$ cat config.mk
export PLATFORM = sky130hd
export DESIGN_NAME = key_event
export DESIGN_NICKNAME = d
export VERILOG_FILES = /design/src/rtl/key_event.sv
export SDC_FILE = /design/constraint.sdc
export NUM_CORES = 1
export LEC_CHECK = 0
export ABC_AREA = 1
export ABC_CLOCK_PERIOD_IN_PS = 1700
export CORE_ASPECT_RATIO = 1.4
export CORE_MARGIN = 2
export CORE_UTILIZATION = 38
export DETAILED_ROUTE_END_ITERATION = 10
export PLACE_DENSITY_LB_ADDON = 0.25
export SLEW_MARGIN = 20
export SYNTH_ARGS = -nofsm -noshare
export SYNTH_HDL_FRONTEND = slang
export SYNTH_SLANG_ARGS = --single-unit
$ cat constraint.sdc
create_clock -name i_sys_clk -period 1.7 [get_ports i_sys_clk]
set_input_delay 0.17 -clock i_sys_clk [delete_from_list [all_inputs] [get_ports i_sys_clk]]
set_output_delay 0.17 -clock i_sys_clk [all_outputs]
set_load 0.02 [all_outputs]
$ cat src/rtl/key_event.sv
// Classifies a debounced, synchronised key level into single-cycle event pulses:
// press, release, short click, double click, long press and auto-repeat.
module key_event #(
    parameter int CLK_FRE    = 50,
    parameter int KEY_ACTIVE = 1,
    parameter int LONG_MS    = 1000,
    parameter int DCLICK_MS  = 300,
    parameter int REPEAT_MS  = 200
) (
    input  logic i_sys_clk,
    input  logic i_rst_n,
    input  logic i_key_sync,
    output logic o_press,
    output logic o_release,
    output logic o_short,
    output logic o_double,
    output logic o_long,
    output logic o_repeat,
    output logic o_held
);

    localparam int TICK_CYC = CLK_FRE * 1000;
    localparam int PW       = (TICK_CYC > 1) ? $clog2(TICK_CYC) : 1;

    localparam logic [PW-1:0] PRE_LAST    = PW'(TICK_CYC - 1);
    localparam logic [15:0]   LONG_LAST   = 16'(LONG_MS - 1);
    localparam logic [15:0]   DCLICK_LAST = 16'(DCLICK_MS - 1);
    localparam logic [15:0]   REPEAT_LAST = 16'(REPEAT_MS - 1);
    localparam logic          ACT_LVL     = (KEY_ACTIVE != 0);

    typedef enum logic [2:0] {
        ST_IDLE   = 3'd0,
        ST_PRESS1 = 3'd1,
        ST_WAIT2  = 3'd2,
        ST_PRESS2 = 3'd3,
        ST_LONG   = 3'd4
    } state_t;

    state_t        state;
    state_t        state_nxt;
    logic          key_now;
    logic          key_d;
    logic          pe;
    logic          ne;
    logic [PW-1:0] prescaler;
    logic [15:0]   ms_cnt;
    logic          tick;
    logic          long_hit;
    logic          dclick_hit;
    logic          repeat_hit;
    logic          timer_clr;
    logic          short_nxt;
    logic          double_nxt;
    logic          long_nxt;
    logic          repeat_nxt;

    assign key_now = (i_key_sync == ACT_LVL);
    assign pe      = key_now & ~key_d;
    assign ne      = ~key_now & key_d;
    assign o_held  = key_d;

    // A *_hit is true in the cycle whose edge makes ms_cnt reach the threshold,
    // so the timeout lands exactly N ms of cycles after the timer was cleared.
    assign tick       = (prescaler == PRE_LAST);
    assign long_hit   = tick && (ms_cnt == LONG_LAST);
    assign dclick_hit = tick && (ms_cnt == DCLICK_LAST);
    assign repeat_hit = tick && (ms_cnt == REPEAT_LAST);

    always_ff @(posedge i_sys_clk) begin
        if (!i_rst_n) begin
            state <= ST_IDLE;
        end else begin
            state <= state_nxt;
        end
    end

    // Key edges take priority over timeouts in every state.
    always_comb begin
        state_nxt = state;
        timer_clr = 1'b0;
        case (state)
            ST_IDLE: begin
                if (pe) state_nxt = ST_PRESS1;
            end
            ST_PRESS1: begin
                if (ne)            state_nxt = ST_WAIT2;
                else if (long_hit) state_nxt = ST_LONG;
            end
            ST_WAIT2: begin
                if (pe)              state_nxt = ST_PRESS2;
                else if (dclick_hit) state_nxt = ST_IDLE;
            end
            ST_PRESS2: begin
                if (ne)            state_nxt = ST_IDLE;
                else if (long_hit) state_nxt = ST_LONG;
            end
            ST_LONG: begin
                if (ne)              state_nxt = ST_IDLE;
                else if (repeat_hit) timer_clr = 1'b1;
            end
            default: state_nxt = ST_IDLE;
        endcase
        if (state_nxt != state) timer_clr = 1'b1;
    end

    always_comb begin
        short_nxt  = 1'b0;
        double_nxt = 1'b0;
        long_nxt   = 1'b0;
        repeat_nxt = 1'b0;
        case (state)
            ST_PRESS1: long_nxt   = ~ne & long_hit;
            ST_WAIT2:  short_nxt  = ~pe & dclick_hit;
            ST_PRESS2: begin
                double_nxt = ne;
                long_nxt   = ~ne & long_hit;
            end
            ST_LONG:   repeat_nxt = ~ne & repeat_hit;
            default: ;
        endcase
    end

    always_ff @(posedge i_sys_clk) begin
        if (!i_rst_n) begin
            key_d     <= 1'b0;
            o_press   <= 1'b0;
            o_release <= 1'b0;
            o_short   <= 1'b0;
            o_double  <= 1'b0;
            o_long    <= 1'b0;
            o_repeat  <= 1'b0;
        end else begin
            key_d     <= key_now;
            o_press   <= pe;
            o_release <= ne;
            o_short   <= short_nxt;
            o_double  <= double_nxt;
            o_long    <= long_nxt;
            o_repeat  <= repeat_nxt;
        end
    end

    // ms_cnt saturates so a long idle period never wraps back into a threshold.
    always_ff @(posedge i_sys_clk) begin
        if (!i_rst_n) begin
            prescaler <= '0;
            ms_cnt    <= '0;
        end else if (timer_clr) begin
            prescaler <= '0;
            ms_cnt    <= '0;
        end else if (tick) begin
            prescaler <= '0;
            if (ms_cnt != 16'hFFFF) ms_cnt <= ms_cnt + 16'd1;
        end else begin
            prescaler <= prescaler + 1'b1;
        end
    end

endmodule
==> results.cfg, run 1 <==
[run_status]
outcome = finished with violations
violations = negative setup slack

[layout]
regArea_um2 = 847
fin_nets = 433
area_growth_pct = 45.6
antenna_cells = 0
layout.cells.non_filler = 500
final_layout_size_suffix_gt1_frac = 0.404
multiInputGateArea_mm2 = 0.00150
fillers = 576
fin_util = 0.567

[grt]
grt_pass1_wl_um = 9040
grtUsageMet1 = 0.165
antenna_found_initial = 0
overflow = 0
met3_usage = 0.0341
grt_max_degree = 17
grtUsageTotal = 0.158
grt_pass1_vias = 2235
grtUsageMet2 = 0.293
busiest_layer = met2

[power_and_ir_drop]
p_per_area_mw_per_mm2 = 525
p_leak_nw = 1.42
ir_drop_uv = 271
p_total_mw = 1.84

[worst_setup_path]
end_kind = register
crit_slowest_cell = dfxtp_2
crit_path_start_kind = register
cp.buffers_inverters = 1
cp_common_cell = nor2_4
slowest_delay_ns = 0.36
worstPathRequired_ns = 1.88
crit_family = simple AND/OR/NAND/NOR gates
path_class = reg -> reg
path_cells = ha_4 > nand2_4 > nor2_4 > nand3_4 > nor2_4 > nand2_4 > nand3_2 > nand4_1 > nand2_1 > nand2_2 > nand3_4 > clkbuf_16 > nor2_4
cp.arrival_ns = 2.04
cp_max_fo = 5

[die]
start_util = 0.389
num_rows = 34
die_x_um = 71.2
die_area_mm2 = 0.00698
die_y_um = 98.1
coreArea_mm2 = 0.00617
ios = 10

[detailed_routing]
routedWlPerCell_um = 10.5
routed_wl_um = 5250
viasPerCell = 4.50
antenna_left = 0
drc = 0
dr.first_iter.drc_count = 52
vias = 2251
dr.pass1.iters = 4

[sta]
setup_viol = 32
period_share = 1.09
fin_ws_ns = -0.154
worstMarginPinSlew_ns = 0.375
rsz0062_at_grt = yes
slew_violations = 0
min_period_ns = 1.85
maxSlewHeadroom = 0.748
max_freq_mhz = 539
finalHoldViolCount = 0
fin_skew_ns = 0.00703

[synth]
netlist_instances = 335
ys_seq_elements = 42
synth_top_area_frac = 0.350
synthesis.area_mm2 = 0.00240
synth_xor_area_frac = 0.106
synth.area.mux_share = 0.00417
yosys_warnings = 0
syn-num-nets = 340
avgSynthCellArea_um2 = 7.17
synth_top_cell_by_area = dfxtp_1
synth_fa_ha_area_frac = 0.0104
synth_area_leaders = dfxtp_1, nand2_1, xor2_1
synth_top_family_by_area = simple AND/OR/NAND/NOR gates
post_synth_num_cell_types = 28
synth_compound_area_frac = 0.0234
synth-simple-area-share = 0.398
synth_seq_area_share = 0.350

[clock_network]
clk_latency_ns = 0.29
clock-sinks = 42
h-tree-depth = 2
numCtsBuffers = 5
root_buffer = clkbuf_8
cts_tree = yes
hold_buffers = 0
clock_path_buffers = 2
clk_pin_slew_ns = 0.08

[place]
place_congestion = 0.845
placedCellCount = 488
portBuffers = 9
dp_hpwl_um = 4040

[run]
cap_violations = 0

[hold_path]
hold_path_class = in -> reg
==> state kept, by name, indices dropped and copies added, names as in the netlist <==
signal / count
o_repeat: 1
o_held: 1
prescaler: 16
o_short: 1
o_double: 1
o_press: 1
state: 3
o_long: 1
o_release: 1
ms_cnt: 16
==> routing by layer <==
| layer | routed length (µm) | up-vias |
|---|---|---|
| met1 | 2120 | 1001 |
| met4 | 117 | 0 |
| met5 | 0 | - |
| met2 | 2900 | 26 |
| met3 | 108 | 12 |
| li1 | - | 1212 |
==> per-stage QoR <==
| step | area [µm²] | setup WS (ns) | hold slack, ns | TNS [ns] |
|---|---|---|---|---|
| floorplan | 2440 | -0.00797 | 0.268 | -0.0766 |
| global placement | 3180 | -0.189 | 0.453 | -5.51 |
| detailed placement | 3180 | -0.248 | 0.483 | -6.10 |
| CTS | 3330 | -0.143 | 0.481 | -3.65 |
| global route | 3500 | -0.287 | 0.495 | -7.70 |
| finish | 3500 | -0.154 | 0.490 | -3.46 |
==> synthesized netlist by cell type <==
cell type	n
a221oi_1	1
a31oi_1	2
buf_2	1
buf_6	1
buf_8	1
dfxtp_1	42
ha_1	2
inv_1	50
inv_2	11
mux2i_1	1
nand2_1	63
nand2_2	8
nand3_1	14
nand3_2	1
nand3_4	1
nand3b_1	1
nand4_1	10
nor2_1	48
nor2_2	12
nor2_4	13
nor3_1	9
nor3_2	1
nor4_1	5
nor4_2	1
o21ai_0	5
o21ai_1	2
xnor2_1	6
xor2_1	23
==> cells in the final DEF (no fill, tap or decap), types with 2 or more instances in the layout <==
cell type,instances
a31oi_1,2
buf_12,3
buf_4,75
clkbuf_8,5
clkdlybuf4s50_1,9
dfxtp_1,37
dfxtp_2,5
ha_4,2
inv_1,48
inv_2,12
nand2_1,58
nand2_2,10
nand2_4,3
nand3_1,9
nand3_2,3
nand3_4,4
nand4_1,10
nor2_1,33
nor2_2,22
nor2_4,18
nor3_1,6
nor3_2,4
nor4_1,3
nor4_2,2
o21ai_0,4
o21ai_1,3
xnor2_1,6
xor2_1,23
==> power by group <==
group | leakage (nW) | internal, mW | switching (mW)
clock network | 0.0373 | 0.282 | 0.332
logic | 1.04 | 0.104 | 0.115
registers | 0.342 | 0.994 | 0.00955
total | 1.42 | 1.38 | 0.457
==> worst reg2reg max path: cells and delay by family, from the launching register on <==
family / cells / cell delay [ns]
adders and majority gates: 1 / 0.17
DFF: 1 / 0.36
and+or+nand+nor: 11 / 1.05
buffers and inverters: 1 / 0.18
==> worst paths after layout <==
path / start / to / slack (ns) / depth (start not counted)
hold / removal: i_key_sync / o_held$_SDFF_PN0_ / 0.49 / 3
setup reg to reg: ms_cnt[0]$_SDFFE_PP0P_ / prescaler[7]$_SDFF_PP0_ / -0.15 / 13
hold reg to reg: o_held$_SDFF_PN0_ / o_press$_SDFF_PN0_ / 0.50 / 1
setup / recovery: ms_cnt[0]$_SDFFE_PP0P_ / prescaler[7]$_SDFF_PP0_ / -0.15 / 13
==> kinds of logic after synthesis <==
family                     count (synthesis)
DFF                                       42
buffers and inverters                     64
muxes                                      1
and+or+nand+nor                          187
xor gates and xnor gates                  29
AOI/OAI and AO/OA                         10
adders and majority gates                  2
==> layout make-up <==
| cell class | count | share of cell area |
|---|---|---|
| timing repair buffer | 89 | 0.214 |
| clock buffer | 6 | 0.0208 |
| tap | 72 | 0.0258 |
| sequential | 42 | 0.242 |
| inverter | 61 | 0.0662 |
| multi-input combinational | 229 | 0.429 |
| clock inverter | 1 | 0.00215 |
==> timing repair <==
item | 4_1_cts | 5_1_grt
setup buffers | 1 | 3
resized for setup | 15 | 32
endpoints found under the setup margin | 32 | 32
pin swaps | 1 | 14
gates cloned | 0 | 1
(Power assumes the default switching activity.)
==> run 2, diff against run 1 <==
Settings changed: GPL_TIMING_DRIVEN set to 0.
==> run 2 against run 1 <==
The run still ends with negative setup slack left. Sequential power about the same. Clock skew increased by 0.0036 ns. Worst hold slack improved by 0.0017 ns. Flip-flop and latch count unchanged. Register-to-register slack about the same. Setup slack improved by 0.012 ns. Critical path type unchanged. Critical endpoint is now prescaler[8]$_SDFF_PP0_. Largest power group unchanged.
==> results.cfg, run 2 (synthesis gave the netlist of run 1 again) <==
[layout]
area_growth_pct = 26.8
final_common_cell = nand2_1
fin_nets = 372
antenna_cells = 0
reg_top3 = ms_cnt (16), prescaler (16), state (3)
final_layout_size_suffix_gt1_frac = 0.307
mostFrequentLayoutCells = nand2_1, inv_1, nor2_1, dfxtp_1, xor2_1

[grt]
grt_pass1_wl_um = 8730
grtUsageTotal = 0.152
grt_pass1_vias = 2074
overflow = 0
antenna_found_initial = 0
grt_max_degree = 14

[die]
num_rows = 34
ios = 10
die_area_mm2 = 0.00698
start_util = 0.389
die_y_um = 98.1
coreArea_mm2 = 0.00617
die_x_um = 71.2

[clock_network]
numCtsBuffers = 5
h-tree-depth = 2
clock_path_buffers = 2
root_buffer = clkbuf_8
clock-sinks = 42
clk_pin_slew_ns = 0.08
cts_tree = yes
clk_latency_ns = 0.30

[sta]
slew_violations = 0
maxSlewHeadroom = 0.756
worstMarginPinSlew_ns = 0.364
period_share = 1.08
finalHoldViolCount = 0
fin_skew_ns = 0.0106
rsz0062_at_grt = yes
max_freq_mhz = 543
min_period_ns = 1.84
setup_viol = 30
hold_ws_ns = 0.491
fin_ws_ns = -0.142

[power_and_ir_drop]
p_sw_uw = 476
pwr-share-comb = 0.099
internal_power_mw = 1.52
switching_share = 0.238
clockPowerShare = 0.397
power_frac_seq = 0.504
ir_drop_uv = 373
p_leak_nw = 1.11
p_per_area_mw_per_mm2 = 655

[worst_setup_path]
ff2ff_path_depth = 14
cp.depth = 14
crit_path_start = ms_cnt[0]$_SDFFE_PP0P_
slowest_delay_ns = 0.36
rr_endpoint = prescaler[8]$_SDFF_PP0_
crit_slowest_cell = dfxtp_2
crit_path_end = prescaler[8]$_SDFF_PP0_
worstPathRequired_ns = 1.89
cp.buffers_inverters = 2
cp.arrival_ns = 2.03
cp_max_fo = 5
path_class = reg -> reg
crit_path_start_kind = register
crit_family = simple AND/OR/NAND/NOR gates
r2r-start = ms_cnt[0]$_SDFFE_PP0P_
path_cells = ha_4 > buf_4 > nand3_1 > nor2_1 > nand2_1 > nor2_2 > nand2_2 > nand2_2 > nand4_1 > nand2_2 > nor2_4 > nand3_4 > buf_12 > nor2_4
end_kind = register
reg2reg_slack_ns = -0.14
cp_common_cell = nand2_2

[detailed_routing]
dr.pass1.iters = 4
routedWlPerCell_um = 11.3
dr.first_iter.drc_count = 81
drc = 0
routed_wl_um = 4950
viasPerCell = 4.77
vias = 2099
antenna_left = 0

[run_status]
outcome = finished with violations
violations = negative setup slack

[place]
portBuffers = 9
dp_hpwl_um = 3530
place_congestion = 0.846
place_ws_ns = -0.401

[run]
cap_violations = 0

[hold_path]
hold_path_class = in -> reg
run 2: repair_timing:
action                     in CTS  in global routing
hold buffers                    0                  0
setup endpoints to repair      32                 32
pin swaps                       7                  8
setup buffers                   9                  6
gates resized for setup        20                 28
gates cloned                    1                  0
run 2: area by class of cell:
cell class | count | area [µm²]
Buffer | 3 | 47.5
Timing Repair Buffer | 25 | 246
Inverter | 61 | 229
Tap cell | 72 | 90.1
Multi-Input combinational cell | 229 | 1470
Fill cell | 600 | 3120
Clock buffer | 6 | 72.6
Clock inverter | 2 | 37.5
Sequential cell | 42 | 855
run 2: worst min path at each step:
| stage | from | end | slack (ns) | cells after the start |
|---|---|---|---|---|
| floorplan | i_rst_n | state[0]$_SDFF_PN0_ | 0.27 | 2 |
| global placement | prescaler[0]$_SDFF_PP0_ | prescaler[0]$_SDFF_PP0_ | 0.43 | 1 |
| detailed placement | prescaler[0]$_SDFF_PP0_ | prescaler[0]$_SDFF_PP0_ | 0.44 | 1 |
| CTS | prescaler[0]$_SDFF_PP0_ | prescaler[0]$_SDFF_PP0_ | 0.45 | 1 |
| global route | i_key_sync | o_held$_SDFF_PN0_ | 0.50 | 3 |
| finish | i_key_sync | o_held$_SDFF_PN0_ | 0.49 | 3 |
run 2: worst reg2reg max path: stages, from the launching register on:
cell and delay [ns]:
dfxtp_2 0.36, ha_4 0.15, buf_4 0.11, nand3_1 0.08, nor2_1 0.10, nand2_1 0.07, nor2_2 0.09, nand2_2 0.07
nand2_2 0.08, nand4_1 0.10, nand2_2 0.12, nor2_4 0.05, nand3_4 0.15, buf_12 0.16, nor2_4 0.03
run 2: stage by stage:
step / setup TNS [ns] / utilization / power [mW] / cell area, µm² / cells
after floorplan: -0.0766 / - / 1.13 / 2440 / 335
after global placement: -9.60 / 0.425 / 1.16 / 2620 / 416
after detailed placement: -9.65 / 0.425 / 1.16 / 2620 / 416
after CTS: -3.27 / 0.472 / 2.00 / 2910 / 434
after global routing: -7.26 / 0.494 / 2.07 / 3050 / 440
final: -3.24 / 0.494 / 1.99 / 3050 / 440
run 2: routing by layer:
layer	vias to the layer above	track usage	wire, µm
met1	966	0.171	2100
met2	30	0.278	2630
met3	7	0.0320	135
met5	-	0	0
met4	0	0.0493	89
li1	1096	-	-
run 2: power groups by stage:
| stage | Combinational, mW | Sequential (mW) | Clock (mW) |
|---|---|---|---|
| final | 0.198 | 1.01 | 0.791 |
| after global routing | 0.215 | 1.01 | 0.850 |
| after CTS | 0.177 | 1.01 | 0.818 |
| after detailed placement | 0.137 | 1.02 | 0 |
| after global placement | 0.136 | 1.02 | 0 |
| after floorplan | 0.101 | 1.03 | 0 |
